--- config.mk ---
export PLATFORM = sky130hd
export DESIGN_NAME = alu_op_sequencer
export DESIGN_NICKNAME = d
export VERILOG_FILES = /design/src/rtl/alu_op_sequencer.sv
export SDC_FILE = /design/constraint.sdc
export NUM_CORES = 1
export LEC_CHECK = 0
export CAP_MARGIN = 15
export CORE_MARGIN = 2
export CORE_UTILIZATION = 25
export CTS_CLUSTER_DIAMETER = 200
export DETAILED_ROUTE_END_ITERATION = 10
export PLACE_DENSITY_LB_ADDON = 0.25
export SKIP_CTS_REPAIR_TIMING = 1
export SLEW_MARGIN = 20
export SYNTH_ARGS = -nofsm -noshare
export SYNTH_HDL_FRONTEND = slang
export SYNTH_SLANG_ARGS = --single-unit
--- constraint.sdc ---
create_clock -name clk -period 3.56 [get_ports clk]
set_input_delay 0.356 -clock clk [delete_from_list [all_inputs] [get_ports clk]]
set_output_delay 0.356 -clock clk [all_outputs]
set_load 0.01 [all_outputs]
--- src/rtl/alu_op_sequencer.sv ---
// Command FIFO + result register around the 4-bit ALU; a command into an empty queue is captured one edge after acceptance.
// Result slot holds under res_ready low, FIFO absorbs DEPTH more; optional res_zero/res_wide flags via `ALU_SEQ_FLAGS_EN.
module alu_op_sequencer #(
  parameter int DEPTH = 4
) (
  input  logic                     clk,
  input  logic                     rst_n,
  input  logic                     cmd_valid,
  output logic                     cmd_ready,
  input  logic [3:0]               cmd_opcode,
  input  logic [3:0]               cmd_a,
  input  logic [3:0]               cmd_b,
  output logic [3:0]               alu_opcode,
  output logic [3:0]               alu_a,
  output logic [3:0]               alu_b,
  input  logic [3:0]               alu_x,
  input  logic [3:0]               alu_y,
  output logic                     res_valid,
  input  logic                     res_ready,
  output logic [7:0]               res_data,
  output logic [3:0]               res_opcode,
  output logic                     res_zero,
  output logic                     res_wide,
  output logic [$clog2(DEPTH):0]   level
);

  localparam int AW = $clog2(DEPTH);
  localparam int LW = AW + 1;

  typedef struct packed {
    logic [3:0] opcode;
    logic [3:0] a;
    logic [3:0] b;
  } cmd_t;

  cmd_t          mem [DEPTH];
  cmd_t          head;
  logic [AW-1:0] wr_ptr;
  logic [AW-1:0] rd_ptr;
  logic          fifo_empty;
  logic          push;
  logic          capture;

  assign fifo_empty = (level == '0);
  // Ready is a function of occupancy only, never of a same-cycle pop.
  assign cmd_ready  = rst_n && (level < LW'(DEPTH));
  assign push       = cmd_valid && cmd_ready;
  assign capture    = !fifo_empty && (!res_valid || res_ready);

  assign head       = fifo_empty ? '0 : mem[rd_ptr];
  assign alu_opcode = head.opcode;
  assign alu_a      = head.a;
  assign alu_b      = head.b;

  // Storage needs no reset: entries are only read while counted in level.
  always_ff @(posedge clk) begin
    if (push) begin
      mem[wr_ptr] <= '{opcode: cmd_opcode, a: cmd_a, b: cmd_b};
    end
  end

  always_ff @(posedge clk) begin
    if (!rst_n) begin
      wr_ptr     <= '0;
      rd_ptr     <= '0;
      level      <= '0;
      res_valid  <= 1'b0;
      res_data   <= '0;
      res_opcode <= '0;
    end else begin
      if (push) begin
        wr_ptr <= wr_ptr + AW'(1);
      end
      if (capture) begin
        rd_ptr <= rd_ptr + AW'(1);
      end
      if (push && !capture) begin
        level <= level + LW'(1);
      end else if (!push && capture) begin
        level <= level - LW'(1);
      end
      if (capture) begin
        res_valid  <= 1'b1;
        res_data   <= {alu_y, alu_x};
        res_opcode <= head.opcode;
      end else if (res_ready) begin
        res_valid  <= 1'b0;
      end
    end
  end

`ifdef ALU_SEQ_FLAGS_EN
  logic zero_q;
  logic wide_q;

  always_ff @(posedge clk) begin
    if (!rst_n) begin
      zero_q <= 1'b0;
      wide_q <= 1'b0;
    end else if (capture) begin
      zero_q <= ({alu_y, alu_x} == 8'h00);
      wide_q <= (alu_y != 4'h0);
    end
  end

  assign res_zero = zero_q;
  assign res_wide = wide_q;
`else
  assign res_zero = 1'b0;
  assign res_wide = 1'b0;
`endif

endmodule

=== Yosys cells after proc, flatten, opt, wreduce, memory -nomap -nowiden ===
Memories as Yosys holds them, arrays and structs flattened. A register that Yosys moved wholly into a read port is not among the register bits.
Index checks and enable logic that the tools add are counted.
Widths: inputs -> output; s select.

* Register bits: 20
* RAM bits: 48
* Bits of input ports: 24
* Output and inout port bits: 31
* Logic and storage cells: 34
* Memories kept: 1

* Add/sub/neg operators: 4
* $lt $le $gt $ge: 1
* Multiplexer cells: 9
* Reduce and logical (&&, ||, !) cells: 13

{| class="wikitable"
|+ Memory list
! memory !! words !! bits a word !! rd ports !! clocked after Yosys merged registers in !! wr ports !! RTL line !! source
|-
| mem || 4 || 12 || 1 || 1 || 1 || 36 || <nowiki>cmd_t mem [DEPTH];</nowiki>
|}

{| class="wikitable"
|+ Operator list
! cell !! count
|-
| $mux 12 || 1
|-
| $mux 3 || 2
|-
| $logic_and 1x1->1 || 5
|-
| $add 2x1->2 const B || 2
|-
| $logic_not 1->1 || 4
|-
| $mux 1 || 4
|-
| $mux 2 || 2
|-
| $reduce_bool 2->1 || 2
|-
| $add 3x1->3 const B || 1
|-
| $logic_not 3->1 || 1
|-
| $lt 3x3->1 const B || 1
|-
| $sub 3x1->3 const B || 1
|-
| $logic_or 1x1->1 || 1
|}

=== Longest topological paths before layout ===
* Depth after elaboration: 7
* Mapped depth: 10
* Gate-level depth less buffers: 9

=== Worst setup path before layout ===
No wires, ideal clock.

* Path kind: register to register
* From: reg level[2]
* To: reg level[2]
* Setup time: 0.070 ns
* Arrival time: 2.158 ns
* Required time: 3.490 ns
* Slack: 1.332 ns
* Cell stages (with the launch flop): 11
* Path buffers: 1
* Period minus slack after synthesis: 2.228 ns
* Cells stage by stage: dfxtp_1 nor3_1 buf_2 nor2_1 inv_1 ha_1 inv_1 fa_1 xor2_1 or3_1 a21oi_1

* Longest elaborated chain between the ends: 6
* Elaborated cells between the ends (all ways): 15
* Those cells by class: add/sub: 2; order compare: 1; mux: 2; reduce/logical: 10

{| class="wikitable"
|+ Ends and longest elaborated chain
! what !! RTL line !! source
|-
| from (decl) || 24 || <nowiki>output logic [$clog2(DEPTH):0] level</nowiki>
|-
| from (signal assigned) || 78 || <nowiki>level <= level + LW'(1);</nowiki>
|-
| from (signal assigned) || 80 || <nowiki>level <= level - LW'(1);</nowiki>
|-
| $lt 3x3->1 or $logic_not 3->1 (tied branches) || 46, 44 ||
|-
| $logic_and 1x1->1 or $logic_not 1->1 (tied branches) || 46, 48 ||
|-
| $logic_and 1x1->1, on equally long branches || 47, 48 ||
|-
| $logic_not 1->1, on equally long branches || 79, 77 ||
|-
| $logic_and 1x1->1, on equally long branches || 79, 77 ||
|-
| $reduce_bool 2->1 (no line) or $mux 3 (tied branches) || n/a ||
|}

Parallel ways exist; a longest one is shown, timed or not. The select of a mux whose other input is x is not followed.
A chain may end at the register's enable or synchronous reset.

==> metrics <==
most frequent cells after synthesis edfxtp_1 (48), dfxtp_1 (22), and2_1 (16); Hold Vio Cnt, Final 0; Hold Path Depth 2; Clk pin slew, worst setup/hold paths 0.07 ns; Netlist Area Pre-Place 2771 um^2; Max Clock Freq 359.6 MHz; R2R Setup Slk 1.30 ns; Post-Layout Cell Count 383; drt drc 0; Setup crit end kind primary output; Sw Pwr 829.6 uW; Max-Cap Viols 0; Net Sw Frac 29.46%; Setup TNS Final 0 ns; clock skew 0.005907 ns; Crit path largest cell delay 0.68 ns; Initial DRC Count 35; vias per inst 4.292; CTS tree done; CP arrival 2.42 ns; worst hold start res_opcode[1]; Yosys cell types 30; Longest Clk Path Bufs 2; actual slew at the worst max-slew pin 0.7641 ns; gr usage total 10.29%; CTS H-tree lvls 3; internal power 1.987 mW; count leader, synth edfxtp_1; Seq/Total Area, Yosys 67.90%; Seq pwr share 38.9%; post-synthesis cell count 183; Synth area leaders edfxtp_1 (52%), dfxtp_1 (16%), mux4_2 (8.1%); Slew Limit Fails 0; die footprint 11940 um^2; WS Path Type register to primary output; Post-layout nets 268; Synth Register Bits 70; maximum vdd drop 0.2023 mV; I/O pin cnt 55; largest area contributor in the netlist edfxtp_1; share of cells above drive strength 1 12.35%; initial core utilization 25.57%; Logic pwr share 33.5%; CTS Root Buffer Type clkbuf_8; vias in the first global route 1673; dpl hpwl 3689 um; Post-Place Cells 367; first-pass GRT wire length 8707 um; RSZ-0062 raised after global routing false; worst reg-to-reg path cell count 10; slowest CP cell dfxtp_1; CP bufs+invs 2; worst skew pair latency 0.35 ns; outcome completed; cell area power density 766.9 nW/um^2; ys flop type edfxtp_1; vias after detailed routing 1644; synthesized area per cell 15.14 um^2; Synth async-reset ratio 0%; EDFF count, synth 48; Port Buf Inserts 52; largest net degree at the start of global routing 22; Clk pwr share 27.6%; Die Span Y 109.3 um; reg-to-reg endpoint level[2]; Routed WL per cell 14.86 um; CP top delay family buffers and inverters; static leakage 1.240 nW; # diodes 0; WL final 5690 um; initial antenna violation count 0; r2r startpoint level[2]; CORE AREA 10840 um^2; period utilization 78.12%; gr ovfl total 0; Placer Congestion 0.6832; Die X 109.3 um; CP Launch Type register; # clock sinks 70; top cell type's share of synthesized area 52.01%; Rows 38; slew margin rel. 49.06%; Hold EP res_opcode[1]; worst path cell trace buf_4, mux4_2, and2_1, clkdlybuf4s50_1; post-route ant nets 0; Setup Viol. Count Final 0; Hold Crit Class register to register; WP data required 3.20 ns; DRT Pass-1 Iters 4; Synth Warn # 0; CP max FO 9; cts bufs inserted 9; P&R area growth vs syn 32.51%; crit path time final 2.781 ns
-- stage by stage --
| stage | worst slack (ns) | util (%) | cell area [um^2] | total power, mW | hold slack, ns |
|---|---|---|---|---|---|
| 2_1_floorplan | 1.332 | - | 2775 | 1.626 | 0.4549 |
| 3_3_place_gp | 0.9282 | 31.63 | 3428 | 2.075 | 0.4563 |
| 3_5_place_dp | 0.8166 | 31.63 | 3428 | 2.084 | 0.4575 |
| 4_1_cts | 0.6751 | 33.88 | 3672 | 2.871 | 0.4678 |
| 5_1_grt | 0.5981 | 33.88 | 3672 | 2.988 | 0.4891 |
| 6_report | 0.7790 | 33.88 | 3672 | 2.816 | 0.4684 |
-- cells in the final DEF (no fill, tap or decap), types with 6 or more instances in the layout --
master	synthesis	layout
dfxtp_1	22	22
clkbuf_8	0	9
clkdlybuf4s50_1	0	52
edfxtp_1	48	48
o21ai_0	10	10
nand3_1	9	9
a21oi_1	12	12
nand2_1	6	6
and2_1	16	16
mux4_2	10	10
-- flip-flops by register name (all words and copies together) (netlist names), named ones only --
| register | count |
|---|---|
| rd_ptr | 2 |
| res_valid | 1 |
| mem | 48 |
| level | 3 |
| res_data | 8 |
| res_opcode | 4 |
| wr_ptr | 2 |
-- how the worst max path moves through the flow --
stage,endpoint,slack (ns),cells after the start
detailed placement,level[2],0.82,8
CTS,alu_b[0],0.68,4
global route,alu_b[0],0.60,4
floorplan,level[2],1.33,10
finish,alu_b[0],0.78,4
global placement,level[2],0.93,8
-- routing by layer --
metal	routed length [um]	track usage (%)	vias to the layer above
li1	-	-	786
met1	2321	11.45	812
met2	2940	17.44	37
met3	294	3.497	9
met4	134	5.425	0
met5	0	0	-
-- power by group through the flow --
stage	combinational (mW)	clock [mW]	sequential, mW
floorplan	0.530	0	1.10
CTS	0.965	0.801	1.10
finish	0.942	0.777	1.10
detailed placement	0.961	0	1.12
global placement	0.955	0	1.12
global route	1.03	0.833	1.12
-- final cells by class --
class	instances	area, um^2
Inverter	5	18.77
Multi-Input combinational cell	97	809.5
Clock inverter	7	120.1
Timing Repair Buffer	55	543.0
Clock buffer	9	123.9
Fill cell	1061	7168
Tap cell	140	175.2
Sequential cell	70	1882
-- worst register-to-register path, cell delays in order, from the launching register on --
cell     delay [ns]
dfxtp_1        0.37
nor3_1         0.20
buf_4          0.21
nor2_1         0.12
inv_1          0.07
ha_1           0.17
inv_1          0.06
fa_1           0.39
xor2_1         0.16
or3_1          0.30
a21oi_1        0.14
-- cell families after synthesis --
group / Yosys count / share of synthesized area, %
DFF: 70 / 67.90
and+or+nand+nor: 45 / 8.759
AOI/OAI and AO/OA: 27 / 5.508
buffers and inverters: 17 / 3.024
muxes: 14 / 10.75
adders and majority gates: 6 / 2.980
xor gates and xnor gates: 3 / 0.9483
other: 1 / 0.1353
(Power assumes the default switching activity.)
